$ cat src/rtl/ctx_pkg.sv
// Shared types and constants for the context_ent arithmetic unit.
package ctx_pkg;

  localparam int W = 8;
  localparam logic [W-1:0] DIV_ZERO_Q = '1;

  typedef enum logic [1:0] {
    IDLE,
    SUB,
    DIV,
    FIN
  } state_t;

  function automatic logic [W-1:0] add_wrap(input logic [W-1:0] x, input logic [W-1:0] y);
    return x + y;
  endfunction

endpackage

$ cat src/rtl/context_ent_if.sv
// Start/done handshake and result bus of context_ent.
interface context_ent_if
  import ctx_pkg::*;
#(
  parameter int DATA_W = W
);

  logic              start;
  logic [DATA_W-1:0] a;
  logic [DATA_W-1:0] b;
  logic              busy;
  logic              done;
  logic [DATA_W-1:0] xout;
  logic [DATA_W-1:0] d;
  logic              div_zero;

  modport master (
    output start, a, b,
    input  busy, done, xout, d, div_zero
  );

  modport slave (
    input  start, a, b,
    output busy, done, xout, d, div_zero
  );

endinterface

$ cat src/rtl/ctx_divider.sv
// Restoring unsigned divider, one quotient bit per clock; B==0 yields all-ones.
module ctx_divider
  import ctx_pkg::*;
(
  input  logic         clk,
  input  logic         rst_n,
  input  logic         start,
  input  logic [W-1:0] dividend,
  input  logic [W-1:0] divisor,
  output logic [W-1:0] q,
  output logic         div_zero,
  output logic         done
);

  localparam int CW = $clog2(W + 1);
  localparam logic [CW-1:0] CNT_INIT = CW'(W);

  logic [W-1:0]  quo;
  logic [W-1:0]  rem;
  logic [W-1:0]  dsr;
  logic [CW-1:0] cnt;
  logic          dz;
  logic [W:0]    shifted;
  logic          fit;

  assign shifted = {rem, quo[W-1]};
  assign fit     = (shifted >= {1'b0, dsr});

  // Asserted on the edge that produces the last quotient bit, so the caller
  // can move on in lockstep with the final iteration.
  assign done     = (cnt == CW'(1));
  assign q        = dz ? DIV_ZERO_Q : quo;
  assign div_zero = dz;

  always_ff @(posedge clk or negedge rst_n) begin
    if (!rst_n) begin
      quo <= '0;
      rem <= '0;
      dsr <= '0;
      cnt <= '0;
      dz  <= 1'b0;
    end else if (start) begin
      quo <= dividend;
      rem <= '0;
      dsr <= divisor;
      dz  <= (divisor == '0);
      cnt <= CNT_INIT;
    end else if (cnt != '0) begin
      // Partial remainder is always below the divisor, so W bits suffice.
      rem <= fit ? (shifted[W-1:0] - dsr) : shifted[W-1:0];
      quo <= {quo[W-2:0], fit};
      cnt <= cnt - 1'b1;
    end
  end

endmodule

$ cat src/rtl/context_ent.sv
// Sequential arithmetic context: xout = (A-B) + low(A*B), d accumulates A/B.
module context_ent
  import ctx_pkg::*;
(
  input  logic          clk,
  input  logic          rst_n,
  context_ent_if.slave  bus
);

  state_t       state;
  logic [W-1:0] a_r;
  logic [W-1:0] b_r;
  logic [W-1:0] c_r;
  logic [W-1:0] xout_r;
  logic [W-1:0] d_r;
  logic         dz_r;
  logic         busy_r;
  logic         done_r;

  logic         div_start;
  logic         div_done;
  logic         div_dz;
  logic [W-1:0] q;
  logic [W-1:0] prod_lo;

  assign div_start = (state == SUB);
  assign prod_lo   = a_r * b_r;

  ctx_divider u_div (
    .clk      (clk),
    .rst_n    (rst_n),
    .start    (div_start),
    .dividend (a_r),
    .divisor  (b_r),
    .q        (q),
    .div_zero (div_dz),
    .done     (div_done)
  );

  always_ff @(posedge clk or negedge rst_n) begin
    if (!rst_n) begin
      state  <= IDLE;
      a_r    <= '0;
      b_r    <= '0;
      c_r    <= '0;
      xout_r <= '0;
      d_r    <= '0;
      dz_r   <= 1'b0;
      busy_r <= 1'b0;
      done_r <= 1'b0;
    end else begin
      done_r <= 1'b0;
      case (state)
        IDLE: begin
          if (bus.start) begin
            a_r    <= bus.a;
            b_r    <= bus.b;
            busy_r <= 1'b1;
            state  <= SUB;
          end
        end
        SUB: begin
          c_r   <= a_r - b_r;
          state <= DIV;
        end
        DIV: begin
          if (div_done) state <= FIN;
        end
        FIN: begin
          d_r    <= add_wrap(d_r, q);
          xout_r <= add_wrap(c_r, prod_lo);
          dz_r   <= div_dz;
          done_r <= 1'b1;
          busy_r <= 1'b0;
          state  <= IDLE;
        end
        default: state <= IDLE;
      endcase
    end
  end

  assign bus.busy     = busy_r;
  assign bus.done     = done_r;
  assign bus.xout     = xout_r;
  assign bus.d        = d_r;
  assign bus.div_zero = dz_r;

endmodule

$ cat src/flat_wrapper.sv
// flat-port wrapper written by rule: the top's interface ports become plain ports
module context_ent_flat import ctx_pkg::*;
  (clk, rst_n, bus_start, bus_a, bus_b, bus_busy, bus_done, bus_xout, bus_d, bus_div_zero);
  context_ent_if bus_i ();
  input  logic clk;
  input  logic rst_n;
  input wire logic [$bits(bus_i.start)-1:0] bus_start;
  input wire logic [$bits(bus_i.a)-1:0] bus_a;
  input wire logic [$bits(bus_i.b)-1:0] bus_b;
  output wire logic [$bits(bus_i.busy)-1:0] bus_busy;
  output wire logic [$bits(bus_i.done)-1:0] bus_done;
  output wire logic [$bits(bus_i.xout)-1:0] bus_xout;
  output wire logic [$bits(bus_i.d)-1:0] bus_d;
  output wire logic [$bits(bus_i.div_zero)-1:0] bus_div_zero;
  assign bus_i.start = bus_start;
  assign bus_i.a = bus_a;
  assign bus_i.b = bus_b;
  assign bus_busy = bus_i.busy;
  assign bus_done = bus_i.done;
  assign bus_xout = bus_i.xout;
  assign bus_d = bus_i.d;
  assign bus_div_zero = bus_i.div_zero;
  context_ent u_core (.clk(clk), .rst_n(rst_n), .bus(bus_i));
endmodule
$ cat config.mk
export PLATFORM = sky130hd
export DESIGN_NAME = context_ent_flat
export DESIGN_NICKNAME = d
export VERILOG_FILES = /design/src/rtl/ctx_pkg.sv /design/src/rtl/context_ent_if.sv /design/src/rtl/ctx_divider.sv /design/src/rtl/context_ent.sv /design/src/flat_wrapper.sv
export SDC_FILE = /design/constraint.sdc
export NUM_CORES = 1
export LEC_CHECK = 0
export CAP_MARGIN = 0
export CORE_UTILIZATION = 58
export CTS_CLUSTER_DIAMETER = 100
export CTS_CLUSTER_SIZE = 12
export DETAILED_ROUTE_END_ITERATION = 8
export DONT_BUFFER_PORTS = 1
export GPL_TIMING_DRIVEN = 1
export PLACE_DENSITY = 0.76
export SLEW_MARGIN = 20
export SYNTH_ARGS = -nofsm -noshare
export SYNTH_HDL_FRONTEND = slang
export SYNTH_SLANG_ARGS = --single-unit
$ cat constraint.sdc
create_clock -name clk -period 3.95 [get_ports clk]
set_input_delay 0.79 -clock clk [delete_from_list [all_inputs] [get_ports clk]]
set_output_delay 0.79 -clock clk [all_outputs]
set_load 0.005 [all_outputs]
==> run metrics, run 1 <==
status completed; EDFF count, synth 0; total CTS buffers 9; Warnings, synthesis 0; H-tree levels 3; clock-pin transition on the worst setup and hold timing paths 80 ps; count of final max-slew check failures 0; ratio of cells with drive above 1 in the final layout 13.9%; post-route clock skew 7.52 ps; most numerous cell in the Yosys netlist dfrtp_1; RSZ-0062 raised after global routing no; CTS Sinks 74; ys async rst share 100%; FMAX 264 MHz; Synth top area share 36.0%; Starting Density 61.4%; GRT overflow 0; post-layout min period 3790 ps; R2R depth 13; Area Growth Syn to Fin 6.59%; Worst slew margin 40.8%; Buffers on Ports 0; Routed Antenna Nets 0; Post-Route WL 10200 µm; fill cell count 670; MaxCap Viol Count 0; Post-Syn Area 0.00514 mm²; Critical Path Source Type register; CP endpoint kind register; Ports 38; met1 GRT Util 31.3%; Post-Syn Nets 611; Crit path required time 4130 ps; DR pass1 iterations 4; final setup violation count 0; CP Class register to register; crit-path cells buf_4 > ha_1 > fa_1 > ha_1 > ha_1 > fa_1 > ha_1 > fa_2 > a21o_1 > a21oi_2 > xnor2_1 > xnor2_1 > a21oi_1; Cells after Synth 522; DP Wirelength 7720 µm; Top cell by count, worst path ha_1; Slew @ Worst Pin 888 ps; drt wl/cell 16.0 µm; Yosys top cell by area dfrtp_1; Core ar. 0.00838 mm²; slowest stage delay, CP 480 ps; worst hold slack 137 ps; top cells by area, synth dfrtp_1 36%, ha_1 12%, fa_1 8.2%; Synth cell types 52; fin worst setup slack 161 ps; syn_area_per_cell 9.85 µm²; Min-Delay Path Class input pin to asynchronous set/reset pin; setup TNS 0 ps; sequential fraction of the synthesis area 36.0%; Worst Path Max Fanout 6; vias in the first global route 3634; drc violations 0; initial drt markers 154; #FFs+latches synth 74; CTS tree built; Die X 96.2 µm; Die ar. 0.00925 mm²; worst skew pair latency 340 ps; drt via density 5.74; nets 619; Critical-path top delay cell fa_1; fin crit share 95.9%; CTS Root Buffer Type clkbuf_8; CTS max path bufs 2; Post-Place Worst Slack 14.1 ps; Final Hold Fails 0; top post-synthesis cells by count 74 x dfrtp_1, 61 x inv_1, 54 x nand2_1; met3 Usage GRT 4.50%; DR vias 3666; pin count of the biggest net entering global routing 75; crit path DAT 3970 ps; die height 96.2 µm; initial antenna violation count 0; M2 GR Usage 40.4%; GRT busiest layer met2; Row Count 33; first-pass GRT wire length 16900 µm; ant diodes 0; All-Layer GR Usage 24.1%; Synth Flop Type dfrtp_1; Routability Congestion 0.952
[logic make-up after synthesis]
kind of cell	count (synthesis)	synth area share, %
flip-flops	74	36.0
AND/OR/NAND/NOR	138	12.7
XOR/XNOR	31	5.28
AO/OA/AOI/OAI	90	11.1
multiplexers	43	9.12
adder cells (fa/ha/maj)	70	20.1
buffers and inverters	76	5.74
[worst max-delay path: cells and delay by family (launching register included)]
kind / cells / cell delay (ps)
DFF: 1 / 450
adders and majority gates: 7 / 2300
buffers and inverters: 1 / 150
AOI/OAI and AO/OA: 3 / 430
xor gates and xnor gates: 2 / 280
[registers in the layout, indices dropped and copies added (netlist names)]
register	cells
u_core.a_r	8
u_core.b_r	8
u_core.bus.d	8
u_core.bus.xout	8
u_core.c_r	8
u_core.u_div.dsr	8
u_core.u_div.quo	8
u_core.u_div.rem	8
u_core.u_div.cnt	4
u_core.state	2
u_core.bus.busy	1
u_core.bus.div_zero	1
u_core.bus.done	1
u_core.u_div.div_zero	1
[stage by stage]
step | utilization [%] | std cells | instance area (µm²)
after floorplan | - | 522 | 5140
after global placement | 63.0 | 622 | 5280
after detailed placement | 63.0 | 622 | 5280
after CTS | 65.0 | 637 | 5450
after global routing | 65.4 | 639 | 5480
final | 65.4 | 639 | 5480
[routing by layer]
layer / up-vias / wire [µm]
met4: 0 / 168
met1: 1791 / 4670
met3: 15 / 527
met2: 94 / 4880
met5: - / 0
li1: 1766 / -
[placed cells by master, fill, tap and decap left out, types with 8 or more instances in the layout]
master,n
xnor2_1,25
nor2_1,32
buf_4,12
mux2_2,31
clkbuf_8,9
mux2i_1,12
or2_2,8
o21ai_0,28
nor2b_1,9
dfrtp_1,71
ha_1,48
inv_1,61
fa_1,20
nand2_1,54
a21oi_1,20
[final timing paths]
kind	start	endpoint	slack [ps]
hold / removal	rst_n	u_core.bus.done$_DFF_PN0_	140
setup reg to reg	u_core.b_r[1]$_DFFE_PN0P_	u_core.bus.xout[7]$_DFFE_PN0P_	160
hold reg to reg	u_core.c_r[6]$_DFFE_PN0P_	u_core.c_r[6]$_DFFE_PN0P_	510
max in group asynchronous	rst_n	u_core.a_r[4]$_DFFE_PN0P_	3670
setup / recovery	u_core.b_r[1]$_DFFE_PN0P_	u_core.bus.xout[7]$_DFFE_PN0P_	160
min in group clk	u_core.c_r[6]$_DFFE_PN0P_	u_core.c_r[6]$_DFFE_PN0P_	510
[layout make-up]
cell class | count | area [µm²] | area share, %
multi-input cells | 372 | 3020 | 55.0
repair buffers | 12 | 90.1 | 1.64
inverters | 61 | 229 | 4.18
flip-flops and latches | 74 | 1860 | 33.8
clock inverters | 4 | 30.0 | 0.548
well taps | 105 | 131 | 2.40
clock buffers | 11 | 131 | 2.40
[what timing repair did]
| action | CTS | global route |
|---|---|---|
| setup endpoints to repair | 0 | 1 |
| gates resized for setup | 0 | 6 |
| buffers inserted | 0 | 2 |
| hold buffers | 0 | 0 |
Power of run 1 is not shown: default switching activity piles up to over one toggle a cycle in this logic, so the estimate is an artifact.
==> run 2, diff against run 1 <==
--- a/config.mk
+++ b/config.mk
@@ -12,7 +12,7 @@
 export DETAILED_ROUTE_END_ITERATION = 8
 export DONT_BUFFER_PORTS = 1
 export GPL_TIMING_DRIVEN = 1
-export PLACE_DENSITY = 0.76
+export PLACE_DENSITY_LB_ADDON = 0.05
 export SLEW_MARGIN = 20
 export SYNTH_ARGS = -nofsm -noshare
 export SYNTH_HDL_FRONTEND = slang
==> run metrics, run 2 (same netlist as run 1, synthesis figures left out) <==
fin crit share 95.8%; met1 GRT Util 34.1%; crit path from u_core.b_r[1]$_DFFE_PN0P_; CP endpoint kind register; RSZ-0062 raised after global routing no; GRT overflow 0; most frequent cells in the layout 72 x dfrtp_1, 61 x inv_1, 54 x nand2_1; first-pass GRT wire length 17000 µm; M2 GR Usage 38.1%; CTS tree built; Post-Route WL 10200 µm; drt wl/cell 15.9 µm; CTS Root Buffer Type clkbuf_8; register area 0.00185 mm²; post-layout min period 3780 ps; H-tree levels 3; drt via density 5.75; DR pass1 iterations 4; met3 Usage GRT 4.98%; Routability Congestion 0.898; RR Startpoint u_core.b_r[1]$_DFFE_PN0P_; Worst slew margin 38.3%; CTS max path bufs 2; vias in the first global route 3619; ratio of cells with drive above 1 in the final layout 14.2%; most common library cell in the layout ignoring fill and taps dfrtp_1; Min-Delay Path Class input pin to asynchronous set/reset pin; crit path DAT 3980 ps; DP Wirelength 7650 µm; count of final max-slew check failures 0; Critical Path Source Type register; DR vias 3685; Slew @ Worst Pin 923 ps; fill cell count 706; die height 96.2 µm; Worst Path Max Fanout 6; cts hold-fix bufs 0; post-route clock skew 12.6 ps; status completed; Buffers on Ports 0; Die ar. 0.00925 mm²; Starting Density 61.4%; Crit path required time 4150 ps; clock-pin transition on the worst setup and hold timing paths 90 ps; Core ar. 0.00838 mm²; area of the multi-input gates 0.00302 mm²; Area Growth Syn to Fin 7.10%; Row Count 33; initial drt markers 204; GRT busiest layer met2; Routed Antenna Nets 0; setup TNS 0 ps; drc violations 0; CP Class register to register; MaxCap Viol Count 0; pin count of the biggest net entering global routing 75; CTS Sinks 74; FMAX 264 MHz; Ports 38; final setup violation count 0; initial antenna violation count 1; nets 619; Final Hold Fails 0; worst skew pair latency 350 ps; total CTS buffers 9; Die X 96.2 µm; All-Layer GR Usage 24.5%
run 2: cell count changes in the layout (fill, tap and decap cells not counted):
| cell | before | now |
|---|---|---|
| clkbuf_1 | 2 | 0 |
| clkbuf_8 | 9 | 10 |
| inv_6 | 0 | 2 |
| clkinv_2 | 1 | 0 |
| fa_1 | 20 | 21 |
| clkinvlp_4 | 1 | 3 |
| clkinv_4 | 2 | 1 |
| dfrtp_2 | 3 | 2 |
| ha_2 | 0 | 1 |
| dfrtp_1 | 71 | 72 |
| fa_2 | 1 | 0 |
| diode_2 | 0 | 1 |
| ha_1 | 48 | 47 |
run 2: layout make-up:
class                   count  area share (%)
repair buffers             12            1.64
well taps                 105            2.38
clock inverters             6           0.886
inverters                  61            4.16
multi-input cells         372            54.7
diodes                      1          0.0454
clock buffers              10            2.50
flip-flops and latches     74            33.7
run 2: metal layers:
layer  share of wire (%)  up-vias
met5                   0        -
met4                 1.8        0
met3                 5.1       11
met2                  46       92
met1                  47     1813
li1                    -     1769
run 2: per-stage QoR:
stage	instance area [µm²]	cells	setup slack, ps	util, %	hold WS (ps)
floorplan	5140	522	44.0	-	449
finish	5510	641	168	65.7	124
global route	5510	641	7.17	65.7	94.8
CTS	5470	638	91.2	65.3	106
detailed placement	5290	622	116	63.1	480
global placement	5290	622	189	63.1	474
run 2: critical path, stage by stage, from the launching register on:
cell and delay, ps:
dfrtp_2 450, buf_4 150, ha_1 200, fa_1 390, ha_1 280, ha_1 320
fa_1 480, ha_1 230, fa_1 400, a21o_1 200, a21oi_2 140, xnor2_1 140
xnor2_1 150, a21oi_1 90
run 2: final timing paths:
kind | endpoint | slack (ps) | depth (start not counted)
max | u_core.bus.xout[7]$_DFFE_PN0P_ | 170 | 13
min reg2reg | u_core.c_r[6]$_DFFE_PN0P_ | 500 | 2
max in group asynchronous | u_core.a_r[1]$_DFFE_PN0P_ | 3680 | 0
max reg2reg | u_core.bus.xout[7]$_DFFE_PN0P_ | 170 | 13
min | u_core.bus.busy$_DFFE_PN0P_ | 120 | 0
min in group clk | u_core.c_r[6]$_DFFE_PN0P_ | 500 | 2
run 2: timing repair:
| item | in CTS | in global routing |
|---|---|---|
| gates resized for setup | 0 | 4 |
| hold endpoints to repair | 0 | 0 |
| setup endpoints to repair | 0 | 1 |
| buffers inserted | 0 | 2 |
Power of run 2 is left out for the same reason.
==> run 3, diff against run 2 <==
--- a/config.mk
+++ b/config.mk
@@ -6,12 +6,13 @@
 export NUM_CORES = 1
 export LEC_CHECK = 0
 export CAP_MARGIN = 0
-export CORE_UTILIZATION = 58
+export CORE_UTILIZATION = 54
 export CTS_CLUSTER_DIAMETER = 100
 export CTS_CLUSTER_SIZE = 12
 export DETAILED_ROUTE_END_ITERATION = 8
 export DONT_BUFFER_PORTS = 1
 export GPL_TIMING_DRIVEN = 1
+export MAX_ROUTING_LAYER = met4
 export PLACE_DENSITY_LB_ADDON = 0.05
 export SLEW_MARGIN = 20
 export SYNTH_ARGS = -nofsm -noshare
==> run metrics, run 3 (same netlist as run 1, synthesis figures left out) <==
drt via density 5.44; cts hold-fix bufs 0; post-CTS resize count 0; Setup Buffers After CTS 0; Ports 38; fill cell count 818; Area Growth Syn to Fin 7.69%; All-Layer GR Usage 23.9%; CP endpoint kind register; post-route clock skew 10.3 ps; Crit path required time 4140 ps; CTS tree built; nets 618; Routability Congestion 0.899; setup TNS 0 ps; Core ar. 0.00924 mm²; ratio of cells with drive above 1 in the final layout 14.2%; Min-Delay Path Class input pin to asynchronous set/reset pin; area of the multi-input gates 0.00302 mm²; Slew @ Worst Pin 942 ps; Routed Antenna Nets 0; CP Class register to register; initial drt markers 133; die height 99.6 µm; post-layout min period 3770 ps; drc violations 0; Die X 99.6 µm; count of final max-slew check failures 0; Final Hold Fails 0; status completed; initial antenna violation count 1; fin crit share 95.4%; Critical Path Source Type register; total CTS buffers 9; Worst slew margin 37.2%; Worst Path Max Fanout 5; Row Count 35; RSZ-0062 raised after global routing no; final setup violation count 0; CTS Root Buffer Type clkbuf_8; drt wl/cell 15.8 µm; worst skew pair latency 350 ps; DP Wirelength 7980 µm; DR vias 3612; crit path DAT 3950 ps; Post-Route WL 10500 µm; Starting Density 55.7%; RR Startpoint u_core.a_r[3]$_DFFE_PN0P_; DR pass1 iterations 4; MaxCap Viol Count 0; crit path from u_core.a_r[3]$_DFFE_PN0P_; clock-pin transition on the worst setup and hold timing paths 80 ps; H-tree levels 3; CTS Sinks 74; register area 0.00185 mm²; pin count of the biggest net entering global routing 75; Die ar. 0.00992 mm²; GRT overflow 0; Buffers on Ports 0; FMAX 265 MHz; first-pass GRT wire length 17800 µm; vias in the first global route 3661; most common library cell in the layout ignoring fill and taps dfrtp_1; most frequent cells in the layout 73 x dfrtp_1, 61 x inv_1, 54 x nand2_1; CTS max path bufs 2
==> run 3: changes by cell type in the layout (fill, tap and decap cells not counted) <==
| cell | before | now |
|---|---|---|
| clkinv_2 | 0 | 2 |
| clkinvlp_4 | 3 | 2 |
| ha_1 | 47 | 46 |
| dfrtp_1 | 72 | 73 |
| dfrtp_2 | 2 | 1 |
| buf_4 | 12 | 11 |
| fa_1 | 21 | 20 |
| ha_2 | 1 | 2 |
| fa_2 | 0 | 1 |
| clkbuf_8 | 10 | 12 |
| clkinv_4 | 1 | 0 |
| inv_6 | 2 | 0 |
==> run 3: layer usage <==
layer,vias up,track usage [%],part of all wire (%)
li1,1771,-,-
met1,1747,31.3,47
met2,83,37.7,47
met3,11,3.94,4.5
met4,0,8.48,1.6
met5,-,-,0
==> run 3: final timing paths <==
check / cells past startpoint / slack [ps] / end
worst max-delay path: 15 / 180 / u_core.bus.xout[7]$_DFFE_PN0P_
worst min-delay path: 0 / 120 / u_core.bus.done$_DFF_PN0_
worst max register to register: 15 / 180 / u_core.bus.xout[7]$_DFFE_PN0P_
worst min register to register: 2 / 490 / u_core.c_r[6]$_DFFE_PN0P_
max in group asynchronous: 0 / 3710 / u_core.b_r[1]$_DFFE_PN0P_
min in group clk: 2 / 490 / u_core.c_r[6]$_DFFE_PN0P_
==> run 3: worst max-delay path, cell delays in order (launching register included) <==
cell and delay [ps]:
dfrtp_1 410, buf_4 150, ha_1 140, inv_1 60, fa_1 530, inv_1 40
ha_1 260, inv_1 60, fa_1 510, fa_1 540, inv_1 40, ha_1 330
a21oi_2 150, xnor2_1 140, xnor2_1 140, a21oi_1 90
==> run 3: final cells by class <==
type / instances / area share, %
clock buffers: 12 / 2.98
clock inverters: 4 / 0.452
diodes: 1 / 0.0452
repair buffers: 11 / 1.49
multi-input cells: 372 / 54.5
well taps: 129 / 2.91
flip-flops and latches: 74 / 33.5
inverters: 61 / 4.13
==> run 3: stage by stage <==
step           setup slack (ps)  util [%]  instances  hold slack, ps  area (µm²)
2_1_floorplan              44.0         -        522             449        5140
3_3_place_gp                185      57.6        647             468        5320
3_5_place_dp               68.0      57.6        647             472        5320
4_1_cts                    70.7      59.7        663             110        5510
5_1_grt                  0.0164      59.9        664             104        5540
6_report                    183      59.9        664             124        5540
Power of run 3 is left out for the same reason.
